--- config.mk ---
export PLATFORM = sky130hd
export DESIGN_NAME = soc_video_ctrl
export DESIGN_NICKNAME = d
export VERILOG_FILES = /design/src/rtl/soc_video_ctrl.sv
export SDC_FILE = /design/constraint.sdc
export NUM_CORES = 1
export LEC_CHECK = 0
export ABC_AREA = 0
export BUFFER_PORTS_ARGS = -buffer_cell sky130_fd_sc_hd__buf_2
export CORE_UTILIZATION = 55
export CTS_CLUSTER_SIZE = 16
export DETAILED_ROUTE_END_ITERATION = 7
export HOLD_SLACK_MARGIN = 0.08
export MAX_ROUTING_LAYER = met4
export PLACE_DENSITY = 0.76
export SYNTH_ARGS = -nofsm -noshare
export SYNTH_HDL_FRONTEND = slang
export SYNTH_SLANG_ARGS = --single-unit
--- constraint.sdc ---
create_clock -name clk_cpu -period 2.15 [get_ports clk_cpu]
set_input_delay 0.1075 -clock clk_cpu [delete_from_list [all_inputs] [get_ports clk_cpu]]
set_output_delay 0.1075 -clock clk_cpu [all_outputs]
set_load 0.01 [all_outputs]
--- src/rtl/soc_video_ctrl.sv ---
// CPU-side video control: colour palette, double-buffered palette index driving rgb_data,
// frame/line counters fed by pixel-domain toggles, and a maskable level interrupt.
module soc_video_ctrl #(
    parameter int PAL_DEPTH = 16,
    parameter int COLOR_W   = 24,
    parameter int FCNT_W    = 16
) (
    input  logic               clk_cpu,
    input  logic               n_reset,
    input  logic               sel,
    input  logic [3:0]         wren,
    input  logic [23:0]        address,
    input  logic [31:0]        video_data_in,
    output logic [31:0]        video_data_out,
    input  logic               line_end_tgl,
    input  logic               frame_end_tgl,
    output logic [COLOR_W-1:0] rgb_data,
    output logic               irq
);
    localparam int IW = $clog2(PAL_DEPTH);

    localparam logic [5:0] REG_CTRL   = 6'h00;
    localparam logic [5:0] REG_STATUS = 6'h01;
    localparam logic [5:0] REG_IRQ_EN = 6'h02;
    localparam logic [5:0] REG_LINE   = 6'h03;
    localparam logic [5:0] REG_FRAME  = 6'h04;

    logic [1:0]         sync_line_q, sync_line_d, sync_frame_q, sync_frame_d;
    logic               hist_line_q, hist_line_d, hist_frame_q, hist_frame_d;
    logic               line_evt_q, line_evt_d, frame_evt_q, frame_evt_d;
    logic               enable_q, enable_d, commit_mode_q, commit_mode_d;
    logic [IW-1:0]      shadow_q, shadow_d, active_q, active_d;
    logic               commit_pend_q, commit_pend_d;
    logic               frame_pend_q, frame_pend_d, line_pend_q, line_pend_d;
    logic [1:0]         irq_en_q, irq_en_d;
    logic [9:0]         line_cnt_q, line_cnt_d;
    logic [FCNT_W-1:0]  frame_cnt_q, frame_cnt_d;
    logic [COLOR_W-1:0] palette_q [PAL_DEPTH];
    logic [COLOR_W-1:0] palette_d [PAL_DEPTH];
    logic [COLOR_W-1:0] rgb_q, rgb_d;
    logic               irq_q, irq_d;

    logic [5:0]         word;
    logic               wr, pal_hit, ctrl_we, status_we, irq_en_we, pal_we;
    logic [IW-1:0]      pal_idx;
    logic [COLOR_W-1:0] pal_mask;
    logic [1:0]         status_clr;
    logic               unused_in;

    assign word      = address[7:2];
    assign wr        = sel && (wren != 4'b0000);
    assign pal_hit   = word[5] && (int'(word[4:0]) < PAL_DEPTH);
    assign pal_idx   = IW'(word[4:0]);
    assign ctrl_we   = wr && (word == REG_CTRL);
    assign status_we = wr && (word == REG_STATUS);
    assign irq_en_we = wr && (word == REG_IRQ_EN);
    assign pal_we    = wr && pal_hit;
    assign unused_in = ^{address[23:8], address[1:0], video_data_in, wren};

    // Read mux is purely combinational on the address; sel is deliberately ignored.
    always_comb begin
        video_data_out = '0;
        case (word)
            REG_CTRL: begin
                video_data_out[0]       = enable_q;
                video_data_out[1]       = commit_mode_q;
                video_data_out[8 +: IW] = shadow_q;
            end
            REG_STATUS: begin
                video_data_out[0]       = frame_pend_q;
                video_data_out[1]       = line_pend_q;
                video_data_out[2]       = commit_pend_q;
                video_data_out[8 +: IW] = active_q;
            end
            REG_IRQ_EN: video_data_out[1:0]        = irq_en_q;
            REG_LINE:   video_data_out[9:0]        = line_cnt_q;
            REG_FRAME:  video_data_out[FCNT_W-1:0] = frame_cnt_q;
            default:    video_data_out = '0;
        endcase
        if (pal_hit)
            video_data_out[COLOR_W-1:0] = palette_q[pal_idx];
    end

    always_comb begin
        sync_line_d  = {sync_line_q[0], line_end_tgl};
        sync_frame_d = {sync_frame_q[0], frame_end_tgl};
        hist_line_d  = sync_line_q[1];
        hist_frame_d = sync_frame_q[1];
        line_evt_d   = sync_line_q[1] ^ hist_line_q;
        frame_evt_d  = sync_frame_q[1] ^ hist_frame_q;

        enable_d      = enable_q;
        commit_mode_d = commit_mode_q;
        shadow_d      = shadow_q;
        active_d      = active_q;
        commit_pend_d = commit_pend_q;
        irq_en_d      = irq_en_q;
        line_cnt_d    = line_cnt_q;
        frame_cnt_d   = frame_cnt_q;
        palette_d     = palette_q;
        pal_mask      = '0;
        status_clr    = '0;

        if (ctrl_we) begin
            if (wren[0]) begin
                enable_d      = video_data_in[0];
                commit_mode_d = video_data_in[1];
            end
            if (wren[1])
                shadow_d = video_data_in[8 +: IW];
        end

        // A CTRL write in the same cycle as a frame commit overrides it: the frame
        // moves the old shadow into active, the write then re-arms or loads directly.
        if (frame_evt_q && commit_pend_q) begin
            active_d      = shadow_q;
            commit_pend_d = 1'b0;
        end
        if (ctrl_we) begin
            if (commit_mode_d) begin
                commit_pend_d = 1'b1;
            end else begin
                active_d      = shadow_d;
                commit_pend_d = 1'b0;
            end
        end

        if (status_we && wren[0])
            status_clr = video_data_in[1:0];
        frame_pend_d = (frame_pend_q & ~status_clr[0]) | frame_evt_q;
        line_pend_d  = (line_pend_q & ~status_clr[1]) | line_evt_q;

        if (irq_en_we && wren[0])
            irq_en_d = video_data_in[1:0];

        if (frame_evt_q) begin
            frame_cnt_d = frame_cnt_q + FCNT_W'(1);
            line_cnt_d  = '0;
        end else if (line_evt_q && (line_cnt_q != 10'h3FF)) begin
            line_cnt_d = line_cnt_q + 10'd1;
        end

        for (int b = 0; b < COLOR_W; b++)
            pal_mask[b] = wren[b / 8];
        if (pal_we)
            palette_d[pal_idx] = (palette_q[pal_idx] & ~pal_mask)
                               | (video_data_in[COLOR_W-1:0] & pal_mask);

        rgb_d = enable_q ? palette_q[active_q] : '0;
        irq_d = |({line_pend_q, frame_pend_q} & irq_en_q);
    end

    always_ff @(posedge clk_cpu or negedge n_reset) begin
        if (!n_reset) begin
            sync_line_q   <= '0;
            sync_frame_q  <= '0;
            hist_line_q   <= 1'b0;
            hist_frame_q  <= 1'b0;
            line_evt_q    <= 1'b0;
            frame_evt_q   <= 1'b0;
            enable_q      <= 1'b0;
            commit_mode_q <= 1'b0;
            shadow_q      <= '0;
            active_q      <= '0;
            commit_pend_q <= 1'b0;
            frame_pend_q  <= 1'b0;
            line_pend_q   <= 1'b0;
            irq_en_q      <= '0;
            line_cnt_q    <= '0;
            frame_cnt_q   <= '0;
            for (int i = 0; i < PAL_DEPTH; i++)
                palette_q[i] <= '0;
            rgb_q         <= '0;
            irq_q         <= 1'b0;
        end else begin
            sync_line_q   <= sync_line_d;
            sync_frame_q  <= sync_frame_d;
            hist_line_q   <= hist_line_d;
            hist_frame_q  <= hist_frame_d;
            line_evt_q    <= line_evt_d;
            frame_evt_q   <= frame_evt_d;
            enable_q      <= enable_d;
            commit_mode_q <= commit_mode_d;
            shadow_q      <= shadow_d;
            active_q      <= active_d;
            commit_pend_q <= commit_pend_d;
            frame_pend_q  <= frame_pend_d;
            line_pend_q   <= line_pend_d;
            irq_en_q      <= irq_en_d;
            line_cnt_q    <= line_cnt_d;
            frame_cnt_q   <= frame_cnt_d;
            palette_q     <= palette_d;
            rgb_q         <= rgb_d;
            irq_q         <= irq_d;
        end
    end

    assign rgb_data = rgb_q;
    assign irq      = irq_q;
endmodule

; ---- After elaboration in Yosys (flattened, before gate mapping)
; Index checks and enable logic that the tools add are counted.
[op_classes]
addsub = 2
order_cmp = 4
n_bitwise = 15
reduce_logical = 17
shifts = 0
n_div = 0
muxes = 30
mul = 0
n_eq_ne = 5
[ops]
columns = cell, count
row1 = $bwmux W384, 1
row2 = $bmux W24 S4, 2
row3 = $mux W24, 7
row4 = $demux W24 S4, 1
row5 = $and A24 B24 Y24, 2
row6 = $mux W4, 6
row7 = $not A24 Y24, 1
row8 = $or A24 B24 Y24, 1
row9 = $mux W10, 2
row10 = $add A16 B1 Y16 const B, 1
row11 = $eq A6 B2 Y1 const B, 2
row12 = $logic_and A1 B1 Y1, 11
row13 = $add A10 B1 Y10 const B, 1
row14 = $ge A5 B5 Y1 const B, 2
row15 = $ne A10 B10 Y1 const B, 1
row16 = $not A4 Y5, 2
row17 = $pmux W2 S5, 1
row18 = $pmux W5 S2, 1
row19 = $pmux W2 S4, 1
row20 = $eq A6 B1 Y1 const B, 1
row21 = $eq A6 B3 Y1 const B, 1
row22 = $logic_not A6 Y1, 1
row23 = $pmux W2 S3, 1
row24 = $lt A5 B1 Y1 const B, 1
row25 = other kinds (13), 22
[word_totals]
wordCells = 107
ramBits = 0
regBits = 458
mem_count = 0
mem_bits_ro = 0
out_inout_bits = 57
latchBits = 0

; ---- Logic depth before layout (Yosys ltp)
[depth]
word_depth = 8
depth_mapped = 10
depth_no_buf = 6

; ---- Least setup slack after synthesis
; OpenSTA, ideal clock, no wires.
[synth_path]
kind = reg2reg
startpoint = register active_q[1]
endpoint = register rgb_q[10] (netlist: rgb_data[10])
setup_ns = 0.119
n_path_buf = 3
arrival_time_ns = 2.031
stages_incl_launch_ff = 7
required_ns = 2.031
path_slack_ns = 0.000
cell_sequence = dfrtp_1 -> clkbuf_1 -> buf_2 -> buf_1 -> mux4_2 -> mux4_2 -> and2_1
[synth_via]
elab_chain_len = 5
[synth_rtl]
columns = item, line
row1 = "start, declared", 32  ; logic [IW-1:0] shadow_q, shadow_d, active_q, active_d;
row2 = "start signal, assigned", 185  ; active_q <= active_d;
row3 = $not A4 Y5 (not written as such), 149  ; rgb_d = enable_q ? palette_q[active_q] : '0;
row4 = $bmux W24 S4, 149
row5 = $mux W24 (not written as such) (2 in a row), 149
row6 = $mux W24, 149
row7 = named net rgb_d[10], 40  ; logic [COLOR_W-1:0] rgb_q, rgb_d;
row8 = "end signal, assigned", 193  ; rgb_q <= rgb_d;
row9 = "end, declared", 40
; The timed path passes the listed nets, and every way through them passes these cells. The select of a mux whose other input is x is not followed.
; A chain may end at the register's enable or synchronous reset.

; ---- Worst setup path after layout
[layout_path]
startpoint = register palette_q[32] (netlist name)
endpoint = output port video_data_out[8]
[layout_via]
elab_chain_len = 4
[layout_rtl]
columns = item, line
row1 = "start, declared", 38  ; logic [COLOR_W-1:0] palette_q [PAL_DEPTH];
row2 = "start signal, assigned", 192  ; palette_q <= palette_d;
row3 = $bmux W24 S4, 81  ; video_data_out[COLOR_W-1:0] = palette_q[pal_idx];
row4 = $mux W24 (not written as such) (2 in a row), 81
row5 = $mux W24, 80  ; if (pal_hit)
row6 = "end, declared", 14  ; output logic [31:0] video_data_out,
; No other way between the ends. The select of a mux whose other input is x is not followed.

==> Flow_metrics.wiki <==
{| class="wikitable"
! Metric !! Value
|-
| Hold Path Class || in -> async
|-
| Status || finished, violations left
|-
| Worst setup skew after layout || ~14 ps
|-
| Chain of cells forming the critical path || mux2i_1 > a22oi_1 > nand3_1 > a21oi_4 > nand3b_1 > buf_2
|-
| Die Area || roughly 0.044 mm²
|-
| Arrival @ worst endpoint || 2070 ps
|-
| Site Rows || between 70 and 80
|-
| Final setup margin || -27.9 ps
|-
| Worst ir drop on vdd || 0.539 mV
|-
| Clock sink total || about 460
|-
| Number of distinct standard cells referenced by the synthesized netlist || 63
|-
| Synth Area per Inst || around 11 µm²
|-
| Routed length per placed instance || around 25 µm
|-
| Drt pass-1 iters || 6
|-
| Unrepaired setup endpoints after global routing || true
|-
| Maximum number of pins on one net before global-route repair || between 70 and 80
|-
| Max-Slew Margin vs Limit || under 10%
|-
| R2R cell count || 5
|-
| Worst skew pair latency || approximately 590 ps
|-
| Max Fanout on Critical Path || 3
|-
| Slew at the pin closest to its max-slew limit || 1470 ps
|-
| Crit. End Element || primary output
|-
| Final Wtd Congestion || about 0.96
|-
| Final setup violation count || 1
|-
| Share of the yosys chip area belonging to registers || between 40% and 50%
|-
| Top cell type by total area after synthesis || dfrtp_1
|-
| 1st-iter DRT viols || between 2000 and 3000
|-
| Initial antenna violation count || 0
|-
| Final max-slew violation count || 0
|-
| Worst stage delay on the critical path || 380 ps
|-
| Max Cap Viol || 1
|-
| Number of antenna diodes || 0
|-
| TritonCTS clock tree || yes
|-
| Share of post-route cells with drive strength above 1 || about a quarter
|-
| Post-Synthesis Cells || roughly 2200
|-
| Total placed instance area || between 0.02 and 0.03 mm²
|-
| Reg2reg end || rgb_data[9]$_DFF_PN0_
|-
| Largest delay share family, worst path || compound AO/OA/AOI/OAI gates
|-
| Filler cell count || approximately 3000
|-
| Final worst-path cycle share || 101%
|-
| Synth warn || 0
|-
| Buffers & Inverters on Critical Path || 1
|-
| Vias in the first global route || just under 20000
|-
| Prevailing post-synth register cell || dfrtp_1
|-
| Number of flops mapped to enable cells by yosys || 0
|-
| CP Class || reg -> out
|-
| Global-route wire length before repair || around 110000 µm
|-
| Post-layout minimum cycle time || about 2200 ps
|-
| Number of antenna-violating nets in the routed design || 0
|-
| Vias per cell || 6.55
|-
| Register-to-register setup slack || 30 ps
|-
| Global route overflow || 0
|-
| Critical path launch point type || register
|-
| Flops & latches, synth || ~460
|-
| Number of clock buffers inserted by TritonCTS || 47
|-
| Net total in the final layout || approximately 2400
|-
| Leakage Power || about 13 nW
|-
| Final hold vios || 0
|-
| Netlist area before placement || about 0.024 mm²
|-
| Cell types occupying the most area after synthesis || dfrtp_1 (48%), mux4_2 (12%), mux2i_1 (8.4%), a21oi_1 (6.9%), nor2_1 (5.7%)
|-
| Failing checks || max-capacitance violations, negative setup slack
|-
| Detailed-route wire length || 72900 µm
|-
| Maximum buffer depth of the clock tree || 3
|-
| Initial cell density of the core || 56.3%
|-
| Die outline height || between 200 and 250 µm
|-
| Layout overhead on the synthesized area || 17.8%
|-
| Floorplan Core Area || 0.0423 mm²
|-
| FFs w/ async S/R, synth || between 90% and 100%
|-
| Die width || 210 µm
|-
| Via count || between 15000 and 20000
|-
| Total power of the final layout || 26.9 mW
|-
| Post-synth top area share || between 40% and 50%
|-
| Clock transition at the registers of the reported paths || around 60 ps
|-
| Total Routing Usage GR || 34.4%
|-
| IO buf count || 87
|-
| Final instance area || approximately 0.028 mm²
|-
| Critical-path cell with the highest stage delay || dfrtp_1
|-
| Areal power density over the cells || around 960 mW/mm²
|-
| DRC violations left || 0
|-
| CP Data Required Time || 2040 ps
|-
| CTS H-tree depth || 2
|-
| Root buffer selected by CTS || clkbuf_16
|-
| Dpl hpwl || around 46000 µm
|-
| FF-to-FF Start || active_q[0]$_DFF_PN0_
|-
| I/O pins || ~120
|-
| Achievable clock frequency || 459 MHz
|}
-- metrics by stage --
step	setup WS, ps	TNS [ps]	util (%)	hold slack, ps	instances
floorplan	17.0	0	-	-188	2205
global placement	3.34	0	60.8	108	2822
detailed placement	-54.2	-341	60.8	110	2822
CTS	-21.6	-21.6	65.4	85.2	2937
global route	-66.4	-117	66.3	122	2948
finish	-27.9	-27.9	66.3	81.8	2948
-- cell families after synthesis --
kind of cell / Yosys count / synth area share [%]
xor+xnor: 25 / 0.920
flops: 458 / 48.1
simple gates: 619 / 11.1
mux: 330 / 20.3
compound gates: 561 / 14.8
fa+ha+maj: 2 / 0.105
buf+inv: 202 / 4.63
other cells: 1 / 0.0157
-- worst reg2reg max path, stage by stage, from the launching register on --
cell and delay, ps:
dfrtp_4 430, buf_4 220, buf_6 200, mux4_2 530, mux4_2 460, and2_1 170
-- sequential cells by signal, summed over array words and instances, names as in the netlist, 2 cells and up --
| register | cells |
|---|---|
| sync_line_q | 2 |
| active_q | 4 |
| rgb_data | 24 |
| irq_en_q | 2 |
| line_cnt_q | 10 |
| frame_cnt_q | 16 |
| shadow_q | 4 |
| sync_frame_q | 2 |
| palette_q | 384 |
-- layout make-up --
| type | count | area, µm² | area share, % |
|---|---|---|---|
| multi-input combinational | 1545 | 11700 | 41.6 |
| sequential | 458 | 11500 | 40.9 |
| timing repair buffer | 276 | 2600 | 9.27 |
| clock buffer | 70 | 1400 | 4.97 |
| tap | 577 | 722 | 2.57 |
| clock inverter | 16 | 164 | 0.584 |
| inverter | 6 | 22.5 | 0.0803 |
-- worst max path at each step --
| stage | cells past startpoint | end | start |
|---|---|---|---|
| 6_report | 6 | video_data_out[8] | palette_q[32]$_DFFE_PN0P_ |
| 5_1_grt | 6 | video_data_out[8] | palette_q[32]$_DFFE_PN0P_ |
| 4_1_cts | 6 | video_data_out[0] | palette_q[96]$_DFFE_PN0P_ |
| 3_5_place_dp | 6 | palette_q[14]$_DFFE_PN0P_ | wren[1] |
| 3_3_place_gp | 4 | rgb_data[18]$_DFF_PN0_ | active_q[0]$_DFF_PN0_ |
| 2_1_floorplan | 6 | rgb_data[15]$_DFF_PN0_ | active_q[1]$_DFF_PN0_ |
-- timing repair --
item	in CTS	in global routing
gates resized for setup	19	46
hold endpoints to repair	598	0
pin swaps	0	18
gates cloned	0	3
hold buffers	27	0
setup buffers	2	8
setup endpoints to repair	16	25
-- routing by layer --
metal / routed length [µm] / part of all wire, % / track usage, % / vias up
li1: - / - / - / 8214
met1: 27100 / 37 / 42.9 / 9580
met2: 34300 / 47 / 53.0 / 1227
met3: 7610 / 10 / 7.39 / 278
met4: 3910 / 5.4 / 18.3 / 0
met5: 0 / 0 / - / -
-- synthesized netlist by cell type (all sizes together), types with 2 or more instances --
library cell and instances:
a31oi 10, a41oi 4, a221oi 10, nand4 16, nand2b 8, ha 2, buf 119, nor2 364
nand3b 2, a21boi 5, o21ai 69, a22o 10, clkbuf 77, nand2 108, a21oi 328, a32oi 19
xor2 13, nor2b 2, o41a 3, mux2i 199, o21a 4, nand3 56, dfrtp 458, a221o 2
a21o 5, and4 2, mux2 9, a22oi 83, mux4 122, o22ai 4, a211oi 2, and2 44
xnor2 12, or2 5, nor3 5, and3 3, a222oi 2, inv 5
-- where the power goes --
| part | switching (mW) | total, mW | leakage, nW | internal (mW) |
|---|---|---|---|---|
| logic | 3.53 | 7.27 | 5.83 | 3.74 |
| registers | 1.27 | 11.4 | 5.93 | 10.1 |
| clock network | 3.45 | 8.29 | 0.769 | 4.84 |
-- cells in the final DEF (no fill, tap or decap), drive strengths merged, types with 3 or more instances in the layout --
cell type / instances
dfrtp: 458
clkbuf: 73
a21oi: 328
dlygate4sd3: 27
a22oi: 83
o21ai: 69
nor2: 364
nand3: 56
or2: 5
nand2b: 8
a21o: 5
mux4: 122
a221oi: 10
a21boi: 5
nor3: 5
and2: 44
a22o: 10
a41oi: 4
mux2: 9
conb: 8
nand2: 108
o41a: 3
clkinv: 12
o22ai: 4
o21a: 4
nand4: 16
mux2i: 199
inv: 5
a31oi: 10
xor2: 13
buf: 246
and3: 3
xnor2: 12
a32oi: 19
bufinv: 3
Power figures use the tool's default switching activity.
